## src/rtl/csa_seq_pkg.sv

```systemverilog
// Shared types and constants for the sequential wide carry-select adder.
package csa_seq_pkg;

    typedef enum logic [1:0] {
        IDLE = 2'd0,
        RUN  = 2'd1,
        DONE = 2'd2
    } csa_state_t;

    localparam int CSA_SLICE_W = 16;

    // Word-counter width; never below one bit so the counter always exists.
    function automatic int clog2(input int value);
        int r;
        int v;
        r = 0;
        v = value - 1;
        while (v > 0) begin
            r++;
            v = v >> 1;
        end
        return (r < 1) ? 1 : r;
    endfunction

endpackage

```

## src/rtl/csa_wide_add_seq_slice.sv

```systemverilog
// 16-bit carry-select adder slice: each 4-bit group precomputes its sum and a
// binary-to-excess-1 (+1) variant, and the incoming carry picks between them.
module Select_Carry_Adder (
    input  logic [15:0] A,
    input  logic [15:0] B,
    input  logic        cin,
    output logic        cout,
    output logic [15:0] sum
);

    logic [4:0] carry;

    assign carry[0] = cin;
    assign cout     = carry[4];

    for (genvar g = 0; g < 4; g++) begin : g_grp
        logic [4:0] raw;
        logic [4:0] bec;

        assign raw = {1'b0, A[g*4 +: 4]} + {1'b0, B[g*4 +: 4]};
        assign bec = raw + 5'd1;
        assign {carry[g+1], sum[g*4 +: 4]} = carry[g] ? bec : raw;
    end

endmodule

```

## src/rtl/csa_wide_add_seq.sv

```systemverilog
// WORDS x 16-bit adder that time-multiplexes one carry-select slice, LSW first.
// Define CSA_SEQ_SUB_EN to add the sub input (a - b via ~b and a forced carry-in).
module csa_wide_add_seq
    import csa_seq_pkg::*;
#(
    parameter int WORDS = 4
) (
    input  logic                         clk,
    input  logic                         rst,
    input  logic                         start,
    input  logic [CSA_SLICE_W*WORDS-1:0] a,
    input  logic [CSA_SLICE_W*WORDS-1:0] b,
    input  logic                         cin,
`ifdef CSA_SEQ_SUB_EN
    input  logic                         sub,
`endif
    output logic                         busy,
    output logic                         done,
    output logic [CSA_SLICE_W*WORDS-1:0] sum,
    output logic                         cout,
    output logic                         ovf
);

    localparam int N  = CSA_SLICE_W * WORDS;
    localparam int CW = clog2(WORDS);
    localparam logic [CW-1:0] LAST_WORD = CW'(WORDS - 1);

    csa_state_t state_q, state_d;
    logic             accept;
    logic             last;

    logic [N-1:0]     a_q, b_q, res_q, res_d;
    logic             carry_q;
    logic [CW-1:0]    cnt_q;
    logic [N-1:0]     b_eff;
    logic             c_init;

    logic [CSA_SLICE_W-1:0] slice_sum;
    logic                   slice_cout;
    logic                   msb_cin;

    logic [N-1:0]     sum_q;
    logic             cout_q, ovf_q;

`ifdef CSA_SEQ_SUB_EN
    assign b_eff  = sub ? ~b : b;
    assign c_init = sub | cin;
`else
    assign b_eff  = b;
    assign c_init = cin;
`endif

    assign last = (state_q == RUN) && (cnt_q == LAST_WORD);

    always_ff @(posedge clk or posedge rst) begin
        if (rst) state_q <= IDLE;
        else     state_q <= state_d;
    end

    always_comb begin
        state_d = state_q;
        accept  = 1'b0;
        unique case (state_q)
            IDLE: begin
                if (start) begin
                    accept  = 1'b1;
                    state_d = RUN;
                end
            end
            RUN: begin
                if (last) state_d = DONE;
            end
            DONE: begin
                if (start) begin
                    accept  = 1'b1;
                    state_d = RUN;
                end else begin
                    state_d = IDLE;
                end
            end
            default: state_d = IDLE;
        endcase
    end

    Select_Carry_Adder u_slice (
        .A    (a_q[CSA_SLICE_W-1:0]),
        .B    (b_q[CSA_SLICE_W-1:0]),
        .cin  (carry_q),
        .cout (slice_cout),
        .sum  (slice_sum)
    );

    // On the final word the slice's bit 15 is the operand MSB, so the carry
    // into the MSB falls out of the sum bit without another adder.
    assign msb_cin = a_q[CSA_SLICE_W-1] ^ b_q[CSA_SLICE_W-1] ^ slice_sum[CSA_SLICE_W-1];
    assign res_d   = {slice_sum, res_q[N-1:CSA_SLICE_W]};

    always_ff @(posedge clk or posedge rst) begin
        if (rst) begin
            a_q     <= '0;
            b_q     <= '0;
            res_q   <= '0;
            carry_q <= 1'b0;
            cnt_q   <= '0;
            sum_q   <= '0;
            cout_q  <= 1'b0;
            ovf_q   <= 1'b0;
        end else if (accept) begin
            a_q     <= a;
            b_q     <= b_eff;
            carry_q <= c_init;
            cnt_q   <= '0;
            res_q   <= '0;
        end else if (state_q == RUN) begin
            a_q     <= a_q >> CSA_SLICE_W;
            b_q     <= b_q >> CSA_SLICE_W;
            carry_q <= slice_cout;
            res_q   <= res_d;
            cnt_q   <= last ? '0 : cnt_q + 1'b1;
            if (last) begin
                sum_q  <= res_d;
                cout_q <= slice_cout;
                ovf_q  <= msb_cin ^ slice_cout;
            end
        end
    end

    assign busy = (state_q == RUN);
    assign done = (state_q == DONE);
    assign sum  = sum_q;
    assign cout = cout_q;
    assign ovf  = ovf_q;

endmodule

```

## config.mk

```make
export PLATFORM = sky130hd
export DESIGN_NAME = csa_wide_add_seq
export DESIGN_NICKNAME = d
export VERILOG_FILES = /design/src/rtl/csa_seq_pkg.sv /design/src/rtl/csa_wide_add_seq_slice.sv /design/src/rtl/csa_wide_add_seq.sv
export SDC_FILE = /design/constraint.sdc
export NUM_CORES = 1
export LEC_CHECK = 0
export ABC_AREA = 1
export CAP_MARGIN = 10
export CORE_ASPECT_RATIO = 2
export CORE_MARGIN = 10
export CORE_UTILIZATION = 65
export DETAILED_ROUTE_END_ITERATION = 6
export DONT_BUFFER_PORTS = 1
export PLACE_DENSITY = 0.81
export SETUP_SLACK_MARGIN = 0.05
export SLEW_MARGIN = 20
export SYNTH_ARGS = -nofsm -noshare
export SYNTH_HDL_FRONTEND = slang
export SYNTH_SLANG_ARGS = --single-unit
```

## constraint.sdc

```tcl
create_clock -name clk -period 12.4 [get_ports clk]
set_clock_uncertainty 0.1 [all_clocks]
set_input_delay 1.24 -clock clk [delete_from_list [all_inputs] [get_ports clk]]
set_output_delay 1.24 -clock clk [all_outputs]
set_load 0.05 [all_outputs]
```

==> After elaboration in Yosys (flattened, before gate mapping) <==
Cells that the tools add are included.
{ "word_totals": {"regBits": 263, "input_bits": 132, "out_inout_bits": 68, "wordCells": 54} }
{ "op_classes": {"n_addsub": 9, "eq_ne": 5, "mux": 21, "bitwise_logic": 4, "reduce_logical": 6} }
{ "ops": {"columns": ["cell", "count"], "rows": [
  ["2-to-1 mux 64 bit", 6],
  ["adder 4 x 4 -> 5 bit", 4],
  ["adder 5 x 1 -> 5 bit, second input constant", 4],
  ["2-to-1 mux 5 bit", 4],
  ["2-to-1 mux 2 bit", 5],
  ["one-hot mux 2 bit (3 select lines)", 1],
  ["2-to-1 mux 1 bit", 5],
  ["== test 2 bit, second input constant", 2],
  ["AND reduction 3 bit", 1],
  ["XOR 1 bit", 3],
  ["adder 2 x 1 -> 2 bit, second input constant", 1],
  ["== test 2 x 1 -> 1 bit, second input constant", 1],
  ["logical NOT 2 bit", 1],
  ["inequality test 2 x 1 -> 1 bit, second input constant", 1],
  ["inequality test 2 bit, second input constant", 1],
  ["AND reduction 2 bit", 1],
  ["nonzero test 2 bit", 1],
  ["OR reduction 2 bit", 1],
  ["logical AND 1 bit", 1],
  ["NOT 1 bit", 1]
]} }

==> Longest topological paths before layout <==
Gate-level depths: netlist of the first run.
{ "logic_depth": {"ltp_word": 8, "depth_mapped": 19, "depth_no_buf": 19} }

==> Modules after synthesis <==
From an unflattened synthesis of the first run, not the netlist that was laid out.
{ "hier_totals": {"hier_cells": 1208, "area_unflattened_um2": 10994.3} }
{ "modules_own_cells": {"columns": ["mod", "n_inst", "cells_per_inst", "area_each_um2", "seq_area_each_um2"], "rows": [
  ["csa_wide_add_seq", 1, 1043, 9907.0, 6180.9],
  ["Select_Carry_Adder", 1, 165, 1087.3, 0.0]
]} }

==> Least setup slack after synthesis of the first run <==
No wires, ideal clock.
{ "synth_path": {"kind": "register to register", "startpoint": "register a_q[0]", "endpoint": "register res_q[62]", "arrival_time_ps": 2369, "setup_slack_ps": 9807, "stages_incl_launch_ff": 16, "synth_period_minus_slack_ps": 2593, "cell_sequence": "dfrtp_1 ha_1 fa_1 ha_1 nand2_1 nor2_2 nand3_1 nand2_2 nand2_2 nand2_4 nand3_1 nand2_2 nand2_2 xor2_2 nand2_1 o21ai_2"} }
{ "synth_between": {"elab_chain_cells": 8} }
{ "synth_rtl": {"columns": ["item", "line_no", "text"], "rows": [
  ["start: declaration", "csa_wide_add_seq.sv:32", "logic [N-1:0] a_q, b_q, res_q, res_d;"],
  ["start signal: assignment", "csa_wide_add_seq.sv:115", "a_q <= a_q >> CSA_SLICE_W;"],
  ["adder 4 x 4 -> 5 bit *", "csa_wide_add_seq_slice.sv:20", "assign raw = {1'b0, A[g*4 +: 4]} + {1'b0, B[g*4 +: 4]};"],
  ["adder 5 x 1 -> 5 bit", "csa_wide_add_seq_slice.sv:21", "assign bec = raw + 5'd1;"],
  ["2-to-1 mux 5 bit * (4 in a row)", "csa_wide_add_seq_slice.sv:22", "assign {carry[g+1], sum[g*4 +: 4]} = carry[g] ? bec : raw;"],
  ["2-to-1 mux 64 bit *", "csa_wide_add_seq.sv:114", "end else if (state_q == RUN) begin"],
  ["2-to-1 mux 64 bit *", "csa_wide_add_seq.sv:108", "end else if (accept) begin"],
  ["end signal: assignment", "csa_wide_add_seq.sv:118", "res_q <= res_d;"],
  ["end: declaration", "csa_wide_add_seq.sv:32", null]
]} }
Mark *: on every way between the ends. The rest lies on a longest branch, timed or not. The select of a mux whose other input is x is not followed.
A chain may end at the register's enable or synchronous reset.

==> Final worst setup path of the first run <==
{ "layout_path": {"startpoint": "register state_q[0]", "endpoint": "register sum_q[6] (netlist: sum[6])"} }
{ "layout_between": {"elab_chain_cells": 5} }
{ "layout_rtl": {"columns": ["item", "line_no", "text"], "rows": [
  ["start: declaration", "csa_wide_add_seq.sv:28", "csa_state_t state_q, state_d;"],
  ["start signal: assignment", "csa_wide_add_seq.sv:57", "else state_q <= state_d;"],
  ["== test 2 bit / logical NOT 2 bit (equally long branches)", "csa_wide_add_seq.sv:63", "unique case (state_q)"],
  ["OR reduction 2 bit (no line)", null, null],
  ["2-to-1 mux 1 bit", null, null],
  ["NOT 1 bit (no line)", null, null],
  ["AND reduction 3 bit (no line) *", null, null],
  ["end signal: assignment", "csa_wide_add_seq.sv:121", "sum_q <= res_d;"],
  ["end: declaration", "csa_wide_add_seq.sv:42", "logic [N-1:0] sum_q;"]
]} }
Mark *: on every way between the ends. The rest lies on a longest branch, timed or not.

==> flow_metrics.py, run 1 <==
metrics = {
    "finish": {
        "layout.area.seq_um2": 6180,
        "multiInputGateArea_um2": 3470,
        "synthToLayoutAreaGrowth_pct": 7.88,
        "antenna-diode-count": 0,
        "share_of_layout_cells_above_drive_strength_1": 0.0614,
        "final_net_count": 1234,
        "fillCellCount": 1172,
    },
    "sta": {
        "final.period_utilization": 0.260,
        "setup_ws_ns": 9.18,
        "slew-limit-headroom": 0.320,
        "layout_min_cycle_time_ns": 3.22,
        "fmax_ghz": 0.310,
        "hold_violations": 0,
        "setup_viol_count_final": 0,
        "rsz0062_at_grt": "false",
        "worst-slew-pin-transition_ns": 1.02,
        "totalNegativeSetupSlack_ns": 0,
        "final-max-slew-violation-count": 0,
    },
    "clock_tree": {
        "post_cts.repair.setup_buffers": 0,
        "path_clk_slew_ns": 0.07,
        "cts_repair_resize_count": 0,
        "cts.htree.levels": 1,
        "clkSinkCount": 247,
        "worst_skew_pair.late_latency_ns": 0.50,
        "cts_hold_buf": 0,
        "max-clock-path-buffers": 3,
        "cts.root.buffer_cell": "sky130_fd_sc_hd__clkbuf_16",
        "tritoncts_clock_tree": "yes",
        "cts_buffers": 21,
    },
    "detailed_routing": {
        "remaining_drc_errors": 3,
        "detail_route.iter0.violations": 488,
        "route.detailed.wl_per_inst_um": 18.9,
        "detail-route-antenna-nets": 0,
        "route.detailed.vias_per_inst": 5.79,
        "drt_wl_total_mm": 24.4,
        "detailroute.via_count": 7495,
        "detail_route.first_pass.iterations": 7,
    },
    "run_status": {
        "failed_checks": "DRC",
        "run_status": "complete, but fails checks",
    },
    "setup_path": {
        "cp-startpoint": "state_q[0]$_DFFE_PP0P_",
        "cpLargestDelayFamily": "buffers and inverters",
        "critPathSlowestCell": "sky130_fd_sc_hd__buf_4",
        "arrival_time_worst_endpoint_ns": 3.49,
        "crit_fanout": 102,
        "worstSetupEndpointType": "register",
        "critPathMaxStageDelay_ns": 0.78,
        "critical_path.n_buffers_inverters": 6,
        "timing.setup.critical_path_class": "reg -> reg",
        "startpoint_type": "register",
        "crit_required_ns": 12.66,
        "cp_cell_sequence": "inv_1 -> nor2_1 -> inv_4 -> buf_4 -> nor2_1 -> clkinv_2 -> buf_4 -> buf_16 -> o21ai_0",
        "r2r-start": "state_q[0]$_DFFE_PP0P_",
    },
    "synth": {
        "synth.distinct_cells": 32,
        "ys.warnings.count": 0,
        "synth_largest_type_area_fraction": 0.582,
        "yosys-top-cells-area": "sky130_fd_sc_hd__dfrtp_1 58%, sky130_fd_sc_hd__nand2_1 9.0%, sky130_fd_sc_hd__inv_1 6.7%",
        "synth.avg_cell_area_um2": 9.59,
        "mappedNetlistArea_um2": 10600,
        "synth_seq_area_share": 0.582,
        "postSynthCellCount": 1107,
        "synth_top_cell_by_area": "sky130_fd_sc_hd__dfrtp_1",
        "synth_seq_cells": 247,
        "syn_nets": 1264,
    },
    "pwr": {
        "vdd.ir_drop.worst_uv": 164,
        "leakage_nw": 5.43,
        "powerDensity_nw_per_um2": 330,
    },
    "worst_hold_path": {
        "worst_hold_startpoint": "b_q[12]$_DFFE_PP0P_",
        "hold_path.class": "reg -> reg",
    },
    "global_routing": {
        "number_of_global_route_vias_before_repair": 7684,
        "grt_overflow_total": 0,
        "antenna_found_initial": 0,
        "grt_usage": 0.222,
        "grt_start_max_net_pins": 131,
        "grt_first_pass_wirelength_mm": 39.6,
    },
    "placed_design": {
        "post_place_setup_slack_ns": 8.96,
        "buffer_ports.inserted": 0,
        "gp_congestion": 0.897,
        "hpwl_mm": 17.1,
    },
    "die": {
        "floorplan.initialDensity": 0.656,
        "design.portCount": 200,
        "core-area_um2": 16200,
        "floorplan.die_area_um2": 22100,
        "die_y_um": 201,
        "fp-row-count": 66,
        "die-width_um": 110,
    },
    "job": {
        "timing.max_cap.violations": 0,
    },
}
[worst paths after layout]
kind / depth (start not counted) / end / slack, ns
max: 9 / sum[6]$_DFFE_PP0P_ / 9.18
min: 2 / b_q[12]$_DFFE_PP0P_ / 0.41
max reg2reg: 9 / sum[6]$_DFFE_PP0P_ / 9.18
min reg2reg: 2 / b_q[12]$_DFFE_PP0P_ / 0.41
max in group asynchronous: 2 / sum[29]$_DFFE_PP0P_ / 10.29
min in group asynchronous: 1 / a_q[17]$_DFFE_PP0P_ / 0.59
[logic make-up (layout without fill, tap and decap cells)]
kind of cell | count (synthesis) | in the layout | share of synthesized area
muxes | 1 | 1 | 0.00106
DFF | 247 | 247 | 0.582
buffers and inverters | 253 | 237 | 0.0910
xor gates and xnor gates | 18 | 18 | 0.0156
and+or+nand+nor | 308 | 308 | 0.119
AOI/OAI and AO/OA | 255 | 255 | 0.159
adders and majority gates | 25 | 25 | 0.0323
[routing by layer]
layer,vias to the layer above,share of wire,global-route usage
met2,226,0.53,0.382
met4,0,0.035,0.0798
li1,3597,-,-
met5,-,0,0
met3,47,0.078,0.0540
met1,3625,0.36,0.256
[final cells by class]
type,instances,share of cell area
Clock inverter,7,0.00776
Sequential cell,247,0.540
Timing Repair Buffer,10,0.0101
Multi-Input combinational cell,607,0.303
Inverter,190,0.0634
Tap cell,204,0.0223
Clock buffer,30,0.0532
[per-stage QoR]
stage          cell area (um2)  hold WS (ns)  power, mW  instances  utilization
3_3_place_gp             10700         0.388       3.04       1256        0.661
2_1_floorplan            10600         0.364       2.76       1107            -
6_report                 11400         0.413       3.77       1295        0.707
3_5_place_dp             10700         0.396       3.11       1256        0.661
5_1_grt                  11400         0.433       4.07       1295        0.707
4_1_cts                  11400         0.414       3.79       1293        0.704
[tightest hold or removal path: stages, from the launching register on]
cell                       delay [ns]
sky130_fd_sc_hd__dfrtp_1         0.35
sky130_fd_sc_hd__nand2_1         0.06
sky130_fd_sc_hd__o211ai_1        0.07
[cell usage after synthesis, drive strengths merged]
cell    count
nand3b      2
mux2        1
nand4       5
fa          4
nor2       11
nand3      23
ha         21
xnor2       9
o21ai     100
a21oi       6
a31oi       1
nor3        1
o21bai      2
a22o        1
o211ai     28
o22ai      47
o221ai     70
xor2        9
dfrtp     247
clkbuf     50
buf        13
nand2     266
inv       190
[registers in the layout, indices dropped and copies added (netlist names)]
signal	cells
a_q	64
ovf	1
state_q	2
cnt_q	2
res_q	48
cout	1
b_q	64
carry_q	1
sum	64
[cell usage in the layout (no fill, tap or decap), drive strengths merged]
cell type	n
nand2	266
dfrtp	247
inv	189
o21ai	100
o221ai	70
o22ai	47
clkbuf	30
o211ai	28
nand3	23
ha	21
nor2	11
buf	10
xnor2	9
xor2	9
clkinv	6
a21oi	6
nand4	5
fa	4
nand3b	2
o21bai	2
bufinv	2
mux2	1
nor3	1
a31oi	1
a22o	1
[where the power goes]
part	total, mW	internal [mW]	switching (mW)
logic	1.45	0.498	0.950
clock network	0.666	0.385	0.281
registers	1.66	1.15	0.509
Note: power is estimated with default switching activity, not from simulation.
==> run 2: changes to the inputs <==
CORE_UTILIZATION = 63   (was 65)
PLACE_DENSITY = 0.79   (was 0.81)
clock period = 3.2 ns   (was 12.4 ns; I/O delays follow)
==> run 2 against run 1 <==
- the run now ends clean
- power rose to 4.0 times the previous value
- via count up 15%
- utilization up 6.1 points
- maximum frequency up 14%
- first-iteration DRC count up 36%
- setup slack worse by 8.8 ns
- cell area up 12%
- sequential share of layout area down 5.8 points
- clock power rose to 4.1 times the previous value
- die area up 2.7%
- combinational power rose to 4.1 times the previous value
- critical endpoint is now ovf$_DFFE_PP0P_
==> flow_metrics.py, run 2 (same netlist as run 1, synthesis figures left out) <==
metrics = {
    "run_status": {
        "run_status": "completed",
    },
    "pwr": {
        "power.net_switching_mw": 7.04,
        "combinationalPowerShare": 0.395,
        "leakage_nw": 5.99,
        "vdd.ir_drop.worst_uv": 915,
        "power.clock.fraction": 0.178,
        "p_int_mw": 8.11,
        "powerDensity_nw_per_um2": 1180,
        "power.total_mw": 15.1,
        "power.sequential.fraction": 0.426,
        "swShare": 0.465,
    },
    "placed_design": {
        "post_dp_cell_area_um2": 10800,
        "gp_congestion": 0.943,
        "buffer_ports.inserted": 0,
        "hpwl_mm": 17.6,
    },
    "detailed_routing": {
        "detail_route.iter0.violations": 666,
        "route.detailed.wl_per_inst_um": 21.1,
        "detailroute.via_count": 8585,
        "detail-route-antenna-nets": 0,
        "drt_wl_total_mm": 30.2,
        "detail_route.first_pass.iterations": 5,
        "remaining_drc_errors": 0,
        "route.detailed.vias_per_inst": 6.00,
    },
    "setup_path": {
        "arrival_time_worst_endpoint_ns": 3.14,
        "r2r-start": "a_q[0]$_DFFE_PP0P_",
        "reg2reg_setup_slack_ns": 0.36,
        "startpoint_type": "register",
        "timing.setup.critical_path_class": "reg -> reg",
        "crit_required_ns": 3.50,
        "worstSetupEndpointType": "register",
        "critical_path_capture_point": "ovf$_DFFE_PP0P_",
        "worstReg2RegEnd": "ovf$_DFFE_PP0P_",
        "crit_fanout": 4,
        "cp-startpoint": "a_q[0]$_DFFE_PP0P_",
        "worstRegToRegCells": 16,
    },
    "die": {
        "die-width_um": 112,
        "fp-row-count": 67,
        "core-area_um2": 16700,
        "design.portCount": 200,
        "floorplan.initialDensity": 0.636,
        "die_y_um": 204,
        "floorplan.die_area_um2": 22700,
    },
    "finish": {
        "top_library_cells_by_usage_in_the_layout_fill_and_taps_aside": "253 x sky130_fd_sc_hd__nand2_1, 247 x sky130_fd_sc_hd__dfrtp_1, 185 x sky130_fd_sc_hd__inv_1",
        "share_of_layout_cells_above_drive_strength_1": 0.0573,
        "multiInputGateArea_um2": 3470,
        "final_common_cell": "sky130_fd_sc_hd__nand2_1",
        "synthToLayoutAreaGrowth_pct": 20.8,
        "final_net_count": 1365,
        "layout.area.seq_um2": 6180,
        "post-route-cell-area_um2": 12800,
        "fillCellCount": 998,
    },
    "clock_tree": {
        "cts.htree.levels": 1,
        "post_cts.repair.setup_buffers": 0,
        "cts_buffers": 21,
        "worst_skew_pair.late_latency_ns": 0.51,
        "cts.root.buffer_cell": "sky130_fd_sc_hd__clkbuf_16",
        "max-clock-path-buffers": 3,
        "clkSinkCount": 247,
        "tritoncts_clock_tree": "yes",
        "path_clk_slew_ns": 0.07,
    },
    "sta": {
        "layout_min_cycle_time_ns": 2.84,
        "fmax_ghz": 0.352,
        "worst-slew-pin-transition_ns": 0.913,
        "setup_viol_count_final": 0,
        "final.period_utilization": 0.887,
        "hold_violations": 0,
        "slew-limit-headroom": 0.389,
        "rsz0062_at_grt": "false",
        "final-max-slew-violation-count": 0,
    },
    "job": {
        "timing.max_cap.violations": 0,
    },
    "worst_hold_path": {
        "whs_path_depth": 2,
        "hold_path.class": "in -> reg",
    },
    "global_routing": {
        "grt_overflow_total": 0,
        "grt_usage": 0.260,
        "number_of_global_route_vias_before_repair": 9004,
        "grt_start_max_net_pins": 151,
        "grt_first_pass_wirelength_mm": 48.3,
        "antenna_found_initial": 3,
    },
}
[run 2: changes by cell type in the layout (fill, tap and decap cells not counted), moves of 2 or more]
cell | previous run | this run
sky130_fd_sc_hd__dlygate4sd3_1 | 0 | 129
sky130_fd_sc_hd__buf_12 | 0 | 5
sky130_fd_sc_hd__diode_2 | 0 | 3
sky130_fd_sc_hd__buf_16 | 2 | 0
sky130_fd_sc_hd__buf_4 | 8 | 6
sky130_fd_sc_hd__clkbuf_1 | 4 | 2
[run 2: cell type report]
cell class	count	area share
clock buffer	29	0.0480
timing repair buffer	141	0.113
sequential	247	0.482
inverter	190	0.0563
antenna	3	0.000586
tap	207	0.0202
clock inverter	7	0.00888
multi-input combinational	607	0.271
[run 2: what timing repair did]
item	CTS	global route
gates resized for setup	0	0
endpoints found under the hold margin	159	0
hold buffers	129	0
[run 2: per-layer routing]
layer | wire length, um | track usage | vias to the layer above | share of wire
li1 | - | - | 3852 | -
met1 | 10100 | 0.277 | 4182 | 0.33
met2 | 15800 | 0.456 | 446 | 0.52
met3 | 2450 | 0.0653 | 105 | 0.081
met4 | 1820 | 0.148 | 0 | 0.060
met5 | 0 | 0 | - | 0
[run 2: worst max-delay path, stage by stage (launching register included)]
cell,delay [ns]
sky130_fd_sc_hd__dfrtp_1,0.39
sky130_fd_sc_hd__ha_1,0.23
sky130_fd_sc_hd__fa_1,0.53
sky130_fd_sc_hd__ha_1,0.15
sky130_fd_sc_hd__nand2_1,0.09
sky130_fd_sc_hd__nor2_2,0.15
sky130_fd_sc_hd__nand3_1,0.10
sky130_fd_sc_hd__nand2_2,0.08
sky130_fd_sc_hd__nand3_1,0.18
sky130_fd_sc_hd__nand3_1,0.21
sky130_fd_sc_hd__nand2_2,0.14
sky130_fd_sc_hd__nand2_2,0.10
sky130_fd_sc_hd__nand3_2,0.08
sky130_fd_sc_hd__nand2_2,0.08
sky130_fd_sc_hd__nand2_2,0.04
sky130_fd_sc_hd__nand3_1,0.05
sky130_fd_sc_hd__nand2_1,0.05
[run 2: power groups by stage]
stage / combinational (mW) / clock (mW) / sequential (mW)
2_1_floorplan: 4.48 / 0 / 6.20
4_1_cts: 5.83 / 2.72 / 6.43
5_1_grt: 6.71 / 2.85 / 6.59
6_report: 5.99 / 2.70 / 6.46
3_3_place_gp: 5.41 / 0 / 6.43
3_5_place_dp: 5.64 / 0 / 6.48
[run 2: worst min-delay path by stage]
stage | startpoint | end | slack, ns
floorplan | a[48] | a_q[48]$_DFFE_PP0P_ | 0.34
global placement | rst | sum[18]$_DFFE_PP0P_ | 0.26
detailed placement | rst | res_q[18]$_DFFE_PP0P_ | 0.26
CTS | b[1] | b_q[1]$_DFFE_PP0P_ | 0.06
global route | b[1] | b_q[1]$_DFFE_PP0P_ | 0.04
finish | b[1] | b_q[1]$_DFFE_PP0P_ | 0.07
[run 2: per-stage QoR]
stage	std cells	util	hold WS (ns)	TNS [ns]	setup WS (ns)
final	1431	0.768	0.0735	0	0.360
after global routing	1431	0.768	0.0424	0	0.172
after global placement	1263	0.647	0.262	0	0.453
after detailed placement	1263	0.647	0.259	0	0.352
after CTS	1428	0.768	0.0626	0	0.338
after floorplan	1107	-	0.341	-115.04	-0.466
